**src/rtl/mem_arbiter.sv**
```systemverilog
`default_nettype none
// ============================================================================
// Module  : mem_arbiter
// Purpose : Two-requester single-port memory arbiter with bounded bursts.
//           Commands go out through registers; read data is routed back by tag.
// Rev     : 1.0  initial release
// ============================================================================
module mem_arbiter #(
  parameter int AW        = 8,
  parameter int DW        = 8,
  parameter int BURST_LEN = 4
) (
  input  logic          clk,
  input  logic          reset,
  input  logic          req0,
  input  logic          req1,
  input  logic          we0,
  input  logic          we1,
  input  logic [AW-1:0] addr0,
  input  logic [AW-1:0] addr1,
  input  logic [DW-1:0] wdata0,
  input  logic [DW-1:0] wdata1,
  output logic          gnt0,
  output logic          gnt1,
  output logic          rvalid0,
  output logic          rvalid1,
  output logic [DW-1:0] rdata0,
  output logic [DW-1:0] rdata1,
  output logic [AW-1:0] mem_addr,
  output logic          mem_wr_en,
  output logic          mem_rd_en,
  output logic [DW-1:0] mem_wdata,
  input  logic [DW-1:0] mem_rdata
);

  localparam logic [1:0] IDLE = 2'd0;
  localparam logic [1:0] OWN0 = 2'd1;
  localparam logic [1:0] OWN1 = 2'd2;

  localparam logic [3:0] BURST_MAX = 4'(BURST_LEN);

  logic [1:0]    state;
  logic [1:0]    state_nxt;
  logic [3:0]    cnt;
  logic [3:0]    cnt_nxt;
  logic          rr;
  logic          rr_nxt;

  logic          accept;
  logic          sel_we;
  logic [AW-1:0] sel_addr;
  logic [DW-1:0] sel_wdata;

  // Read-return pipeline: stage 1 lines up with mem_rd_en, stage 2 with mem_rdata.
  logic          rd_v1;
  logic          rd_id1;
  logic          rd_v2;
  logic          rd_id2;

  always_comb begin
    gnt0      = 1'b0;
    gnt1      = 1'b0;
    state_nxt = state;
    cnt_nxt   = cnt;
    rr_nxt    = rr;
    if (reset) begin
      case (state)
        IDLE: begin
          if (req0 && (!req1 || !rr)) begin
            gnt0      = 1'b1;
            state_nxt = OWN0;
            cnt_nxt   = 4'd1;
          end else if (req1) begin
            gnt1      = 1'b1;
            state_nxt = OWN1;
            cnt_nxt   = 4'd1;
          end
        end
        OWN0: begin
          if (req0 && ((cnt < BURST_MAX) || !req1)) begin
            gnt0 = 1'b1;
            if (cnt < BURST_MAX) cnt_nxt = cnt + 4'd1;
          end else if (req1) begin
            gnt1      = 1'b1;
            state_nxt = OWN1;
            cnt_nxt   = 4'd1;
            rr_nxt    = 1'b1;
          end else begin
            state_nxt = IDLE;
            cnt_nxt   = 4'd0;
            rr_nxt    = 1'b1;
          end
        end
        OWN1: begin
          if (req1 && ((cnt < BURST_MAX) || !req0)) begin
            gnt1 = 1'b1;
            if (cnt < BURST_MAX) cnt_nxt = cnt + 4'd1;
          end else if (req0) begin
            gnt0      = 1'b1;
            state_nxt = OWN0;
            cnt_nxt   = 4'd1;
            rr_nxt    = 1'b0;
          end else begin
            state_nxt = IDLE;
            cnt_nxt   = 4'd0;
            rr_nxt    = 1'b0;
          end
        end
        default: begin
          state_nxt = IDLE;
          cnt_nxt   = 4'd0;
        end
      endcase
    end
  end

  assign accept    = gnt0 | gnt1;
  assign sel_we    = gnt1 ? we1    : we0;
  assign sel_addr  = gnt1 ? addr1  : addr0;
  assign sel_wdata = gnt1 ? wdata1 : wdata0;

  always_ff @(posedge clk) begin
    if (!reset) begin
      state     <= IDLE;
      cnt       <= 4'd0;
      rr        <= 1'b0;
      mem_wr_en <= 1'b0;
      mem_rd_en <= 1'b0;
      mem_addr  <= '0;
      mem_wdata <= '0;
      rd_v1     <= 1'b0;
      rd_id1    <= 1'b0;
      rd_v2     <= 1'b0;
      rd_id2    <= 1'b0;
    end else begin
      state     <= state_nxt;
      cnt       <= cnt_nxt;
      rr        <= rr_nxt;
      mem_wr_en <= accept & sel_we;
      mem_rd_en <= accept & ~sel_we;
      if (accept) begin
        mem_addr  <= sel_addr;
        mem_wdata <= sel_wdata;
      end
      rd_v1     <= accept & ~sel_we;
      rd_id1    <= gnt1;
      rd_v2     <= rd_v1;
      rd_id2    <= rd_id1;
    end
  end

  assign rvalid0 = rd_v2 & ~rd_id2;
  assign rvalid1 = rd_v2 & rd_id2;
  assign rdata0  = mem_rdata;
  assign rdata1  = mem_rdata;

  a_gnt_exclusive: assert property (@(posedge clk) !(gnt0 && gnt1));
  a_gnt_needs_req: assert property (@(posedge clk) (!gnt0 || req0) && (!gnt1 || req1));

endmodule
`default_nettype wire

```
**config.mk**
```make
export PLATFORM = sky130hd
export DESIGN_NAME = mem_arbiter
export DESIGN_NICKNAME = d
export VERILOG_FILES = /design/src/rtl/mem_arbiter.sv
export SDC_FILE = /design/constraint.sdc
export NUM_CORES = 1
export LEC_CHECK = 0
export CAP_MARGIN = 10
export CORE_MARGIN = 2
export CORE_UTILIZATION = 35
export CTS_BUF_LIST = sky130_fd_sc_hd__clkbuf_2
export DETAILED_ROUTE_END_ITERATION = 7
export PLACE_DENSITY = 0.79
export SYNTH_ARGS = -nofsm -noshare
export SYNTH_HDL_FRONTEND = slang
export SYNTH_SLANG_ARGS = --single-unit
```
**constraint.sdc**
```tcl
create_clock -name clk -period 1.55 [get_ports clk]
set_input_delay 0.2325 -clock clk [delete_from_list [all_inputs] [get_ports clk]]
set_output_delay 0.2325 -clock clk [all_outputs]
set_load 0.02 [all_outputs]
```
* After elaboration in Yosys (flattened, before gate mapping) *
Index checks and enable logic that the tools add are counted.

word-level totals
  input bits = 46
  logic and storage cells = 70
  bits in registers = 28
  output and inout port bits = 38

operators by class
  magnitude comparators = 1
  add/sub/neg operators = 1
  eq/ne operators = 5
  bitwise logic cells = 7
  muxes and demuxes = 33
  reductions and logical operators = 13

operators by type and width
  kind                                                        count
  two-way mux 4 bit                                           5
  two-way mux 1 bit                                           16
  two-way mux 8 bit                                           2
  case mux 4 bit (3 select lines)                             1
  two-way mux 2 bit                                           5
  case mux 1 bit (3 select lines)                             2
  case mux 2 bit (3 select lines)                             1
  AND reduction 3 bit                                         2
  adder 4 x 1 -> 4 bit, second input constant                 1
  bitwise AND 1 bit                                           4
  less-than comparator 4 x 3 -> 1 bit, second input constant  1
  != test 2 bit, second input constant                        2
  logical AND 1 bit                                           3
  logical NOT 1 bit                                           3
  logical OR 1 bit                                            3
  != test 3 bit, second input constant                        1
  equality test 2 x 1 -> 1 bit, second input constant         1
  equality test 2 bit, second input constant                  1
  logical NOT 2 bit                                           1
  inverter 1 bit                                              2
  case mux 1 bit (2 select lines)                             1
  nonzero test 2 bit                                          1
  OR 1 bit                                                    1

* Longest topological paths before layout *
  word-level depth = 9
  depth in mapped cells = 8
  depth with buffers taken out = 6

* Least setup slack after synthesis *
No wires, ideal clock.

  kind = register to register
  from = register state[1]
  to = register mem_wr_en
  path buffers = 1
  setup slack = -0.086 ns
  arrival time = 1.519 ns
  stages on the path, launching flop included = 7
  period minus slack after synthesis = 1.636 ns
  data required time = 1.433 ns
  library setup time = 0.117 ns
  path through = dfxtp_1 > buf_4 > nand2_1 > a211oi_4 > o311ai_4 > inv_1 > a22o_1

between the ends
  cells in the longest elaborated chain, start to end = 5
  elaborated cells between the ends (all ways) = 10
  classes of those cells = eq/ne (2); mux (5); bitwise (2); reduce/logical (1)

RTL lines
  what                                               RTL line  RTL
  start: declaration                                 42        logic [1:0] state;
  start signal: assignment                           136       state <= state_nxt;
  equality test 2 bit, or another cell as far along  67        case (state)
  case mux 1 bit (3 select lines) *                  67
  two-way mux 1 bit *                                66        if (reset) begin
  net gnt1                                           24        output logic gnt1,
  OR 1 bit or two-way mux 1 bit (tied branches)      117, 118
  bitwise AND 1 bit *                                139       mem_wr_en <= accept & sel_we;
  end signal: assignment                             139
  end: declaration                                   30        output logic mem_wr_en,

Mark *: on every way through the listed nets, which the timed path passes. The rest lies on a longest branch.
A chain may end at the register's enable or synchronous reset.

* Worst setup path after layout *
  from = input port req1
  to = output port gnt0

between the ends
  cells in the longest elaborated chain, start to end = 6
  elaborated cells between the ends (all ways) = 11
  classes of those cells = mux (5); reduce/logical (6)

RTL lines
  what                                         RTL line  RTL
  start: declaration                           16        input logic req1,
  logical NOT 1 bit                            69, 80
  logical OR 1 bit, on equally long branches   80, 69
  logical AND 1 bit, on equally long branches  80, 69
  two-way mux 1 bit, on equally long branches  80, 69
  case mux 1 bit (3 select lines) *            67
  two-way mux 1 bit *                          66
  end: declaration                             23        output logic gnt0,

Mark *: on every way between the ends. The rest lies on a longest branch, timed or not.

==> qor.yml <==
run_status:
  outcome: "finished, violations left"
  failed_checks: "negative setup slack"
clock_network:
  clock_root_cell: "clkbuf_2"
  cts_hold_repair.buffers: 0
  tritoncts: "built"
  cts_buffers: 3
  clk_path_buf_depth: 2
  ctsHtreeMaxLevel: 1
  clkSinkCount: 28
  cts.clk_slew.worst_paths_ps: 240
  source_to_sink_clock_delay_at_the_later_pin_of_the_worst_skew_pair_ps: 340
layout:
  post_route_cells_drive_above_1_share_pct: 21.1
  antenna_cells_inserted: 0
  stdcell_area_um2: 2230
  area.growth.synth_to_final_pct: 52.6
  nNetsFinal: 291
  fin_util_pct: 55.7
power_and_ir_drop:
  power_per_cell_area_nw_per_um2: 708
  share_comb_of_total_power_pct: 32.7
  p_sw_uw: 474
  seqPwrFrac_pct: 51.4
  peakVddDrop_uv: 432
  power_frac_clock_pct: 15.9
  cellLeakagePower_nw: 0.994
  sw_frac_of_total_pct: 30.0
  cellInternalPower_mw: 1.10
synth:
  number_of_enable_type_register_cells_in_the_synthesized_netlist: 0
  synthesis.area_per_instance_um2: 8.30
  synth.lib_cells_used.distinct: 36
  synth_cells: 176
  postSynth.asyncResetShare_pct: 0
  synth-main-ff-cell: "dfxtp_1"
  synth.ff_latch_count: 28
  yosys.cell_count.top_type: "nand2_1"
  synthesis.nets: 223
  synth_largest_type_area_fraction_pct: 38.4
  synth_area_leader_cell: "dfxtp_1"
  synthTopCellsByCount: "nand2_1, dfxtp_1, a31oi_1, buf_4, o21ai_1"
  yosys_warnings: 0
  mappedNetlistArea_um2: 1460
  synth.top_cells.by_area: "dfxtp_1, nand2_1, buf_4, a31oi_1, buf_6"
  ys_seq_area_share_pct: 38.4
setup_path:
  worstSetupEndpointType: "primary output"
  cp-start-kind: "primary input"
  cp_cell_sequence: "clkdlybuf4s50_1 > nand2_1 > buf_4 > o221a_1 > nand2_2 > inv_2 > buf_6"
  critical_path_class: "primary input to primary output"
  worst_path_required_time_ps: 1320
  critPathArrivalTime_ps: 1620
  worstPathMaxFanout: 6
  crit_path_top_delay_cell: "clkdlybuf4s50_1"
  cp_slowest_stage_delay_ps: 570
sta:
  worst_pin_slew_ps: 280
  rsz0062_at_grt: "yes"
  period_share_pct: 120
  final_setup_violation_count: 21
  setup_slack_of_the_critical_path_after_layout_ps: -303
  timing.final.hold_violations: 0
  relative_slew_slack_pct: 81.3
  clock.fmax_mhz: 540
  timing.final.max_slew_violations: 0
  skew_ps: 1.08
  fin_crit_ps: 1850
  worst_hold_slack_ps: 415
detailed_routing:
  dr_total_vias: 1449
  dr.first_iter.drc_count: 44
  wire_per_inst_um: 14.0
  antenna_violating_nets_post_route: 0
  route.detailed.vias_per_inst: 4.96
  drt_first_pass_iters: 4
  drcViolationCount: 0
  route.final.wire_length_mm: 4.09
place:
  buffer_ports.inserted: 59
  detailedPlacementHpwl_mm: 2.66
  cell_area_reported_after_detailed_placement_um2: 2060
  routabilityCongestion: 0.806
job:
  max_cap_violations: 0
hold_path:
  min-delay-path-class: "primary input to flop"
global_routing:
  global_route.overflow_total: 0
  number_of_global_route_vias_before_repair: 1461
  antenna_found_initial: 0
  grt_pass1_wl_mm: 6.52
  track_usage_pct: 18.6
  grt_max_degree: 19
die:
  die_w_um: 68.6
  ios: 84
  die_y_um: 68.6
  design.die.area_um2: 4710
  start_util_pct: 36.5
  fp-row-count: 23
  coreArea_um2: 4000
metal layers:
| layer | global-route usage [%] | vias to the layer above | wire length, um |
|---|---|---|---|
| met1 | 23.3 | 662 | 1750 |
| met3 | 2.60 | 14 | 249 |
| met5 | 0 | - | 0 |
| met4 | 10.3 | 0 | 128 |
| met2 | 30.5 | 54 | 1960 |
| li1 | - | 719 | - |
cells by family (layout without fill, tap and decap cells):
| logic type | Yosys count | in the layout | synth area share, % |
|---|---|---|---|
| AO/OA/AOI/OAI | 49 | 49 | 22.7 |
| adder cells (fa/ha/maj) | 1 | 1 | 0.856 |
| buffers and inverters | 35 | 101 | 18.2 |
| flip-flops | 28 | 28 | 38.4 |
| multiplexers | 1 | 1 | 0.685 |
| AND/OR/NAND/NOR | 62 | 62 | 19.2 |
path summary, 6_finish.rpt:
kind / from / to / slack [ps] / cells after the start
worst min-delay path: addr0[2] / mem_addr[2]$_SDFFE_PN0P_ / 420 / 3
worst min register to register: rd_id1$_SDFF_PN0_ / rd_id2$_SDFF_PN0_ / 480 / 1
worst max-delay path: req1 / gnt0 / -300 / 7
worst max register to register: cnt[3]$_SDFFE_PN0P_ / cnt[0]$_SDFFE_PN0P_ / -180 / 8
through the flow:
stage,total power [mW],instances,setup WS (ps),setup TNS (ps)
floorplan,1.13,176,8.12,0
global placement,1.30,282,-695,-11400
detailed placement,1.31,282,-737,-12440
CTS,1.58,290,-320,-2960
global route,1.66,292,-398,-4570
finish,1.58,292,-303,-2680
cell usage in the layout (no fill, tap or decap), types with 2 or more instances in the layout:
master and instances:
or2_4 2, buf_12 2, a31oi_1 18, buf_6 4, clkdlybuf4s50_1 36, dfxtp_1 25, nand2_1 39, a211oi_4 2
o21ai_0 4, nor3_1 2, dlygate4sd2_1 20, nor2_1 7, inv_1 5, inv_2 2, dfxtp_2 2, a21oi_1 4
and2_1 3, or3_1 2, o21ai_1 13, buf_16 2, clkbuf_2 3, buf_4 25
flip-flops by register name, indices dropped and copies added, names as in the netlist:
name       flops
cnt            4
mem_addr       8
mem_wdata      8
mem_wr_en      1
rd_id1         1
rd_id2         1
rd_v1          1
rd_v2          1
rr             1
state          2
layout make-up:
| type | count | area (um^2) |
|---|---|---|
| inverters | 7 | 26.3 |
| fillers | 349 | 1770 |
| multi-input cells | 113 | 658 |
| flip-flops and latches | 28 | 567 |
| clock buffers | 3 | 15.0 |
| repair buffers | 91 | 901 |
| well taps | 50 | 62.6 |
what timing repair did:
item / CTS / global route
pin swaps: 8 / 3
cloned: 2 / 1
gates resized for setup: 48 / 6
setup endpoints to repair: 43 / 26
buffers inserted: 5 / 2
hold endpoints to repair: 0 / 0
power groups by stage:
| stage | logic, mW | clock network [mW] | registers, mW |
|---|---|---|---|
| 2_1_floorplan | 0.255 | 0 | 0.874 |
| 6_report | 0.516 | 0.250 | 0.812 |
| 5_1_grt | 0.554 | 0.287 | 0.819 |
| 3_5_place_dp | 0.486 | 0 | 0.827 |
| 4_1_cts | 0.505 | 0.261 | 0.810 |
| 3_3_place_gp | 0.477 | 0 | 0.826 |
worst max-delay path: cells and delay by family:
kind | cells | cell delay (ps)
buffers and inverters | 4 | 900
AND/OR/NAND/NOR | 2 | 230
AO/OA/AOI/OAI | 1 | 260
Note: power is estimated with default switching activity, not from simulation.
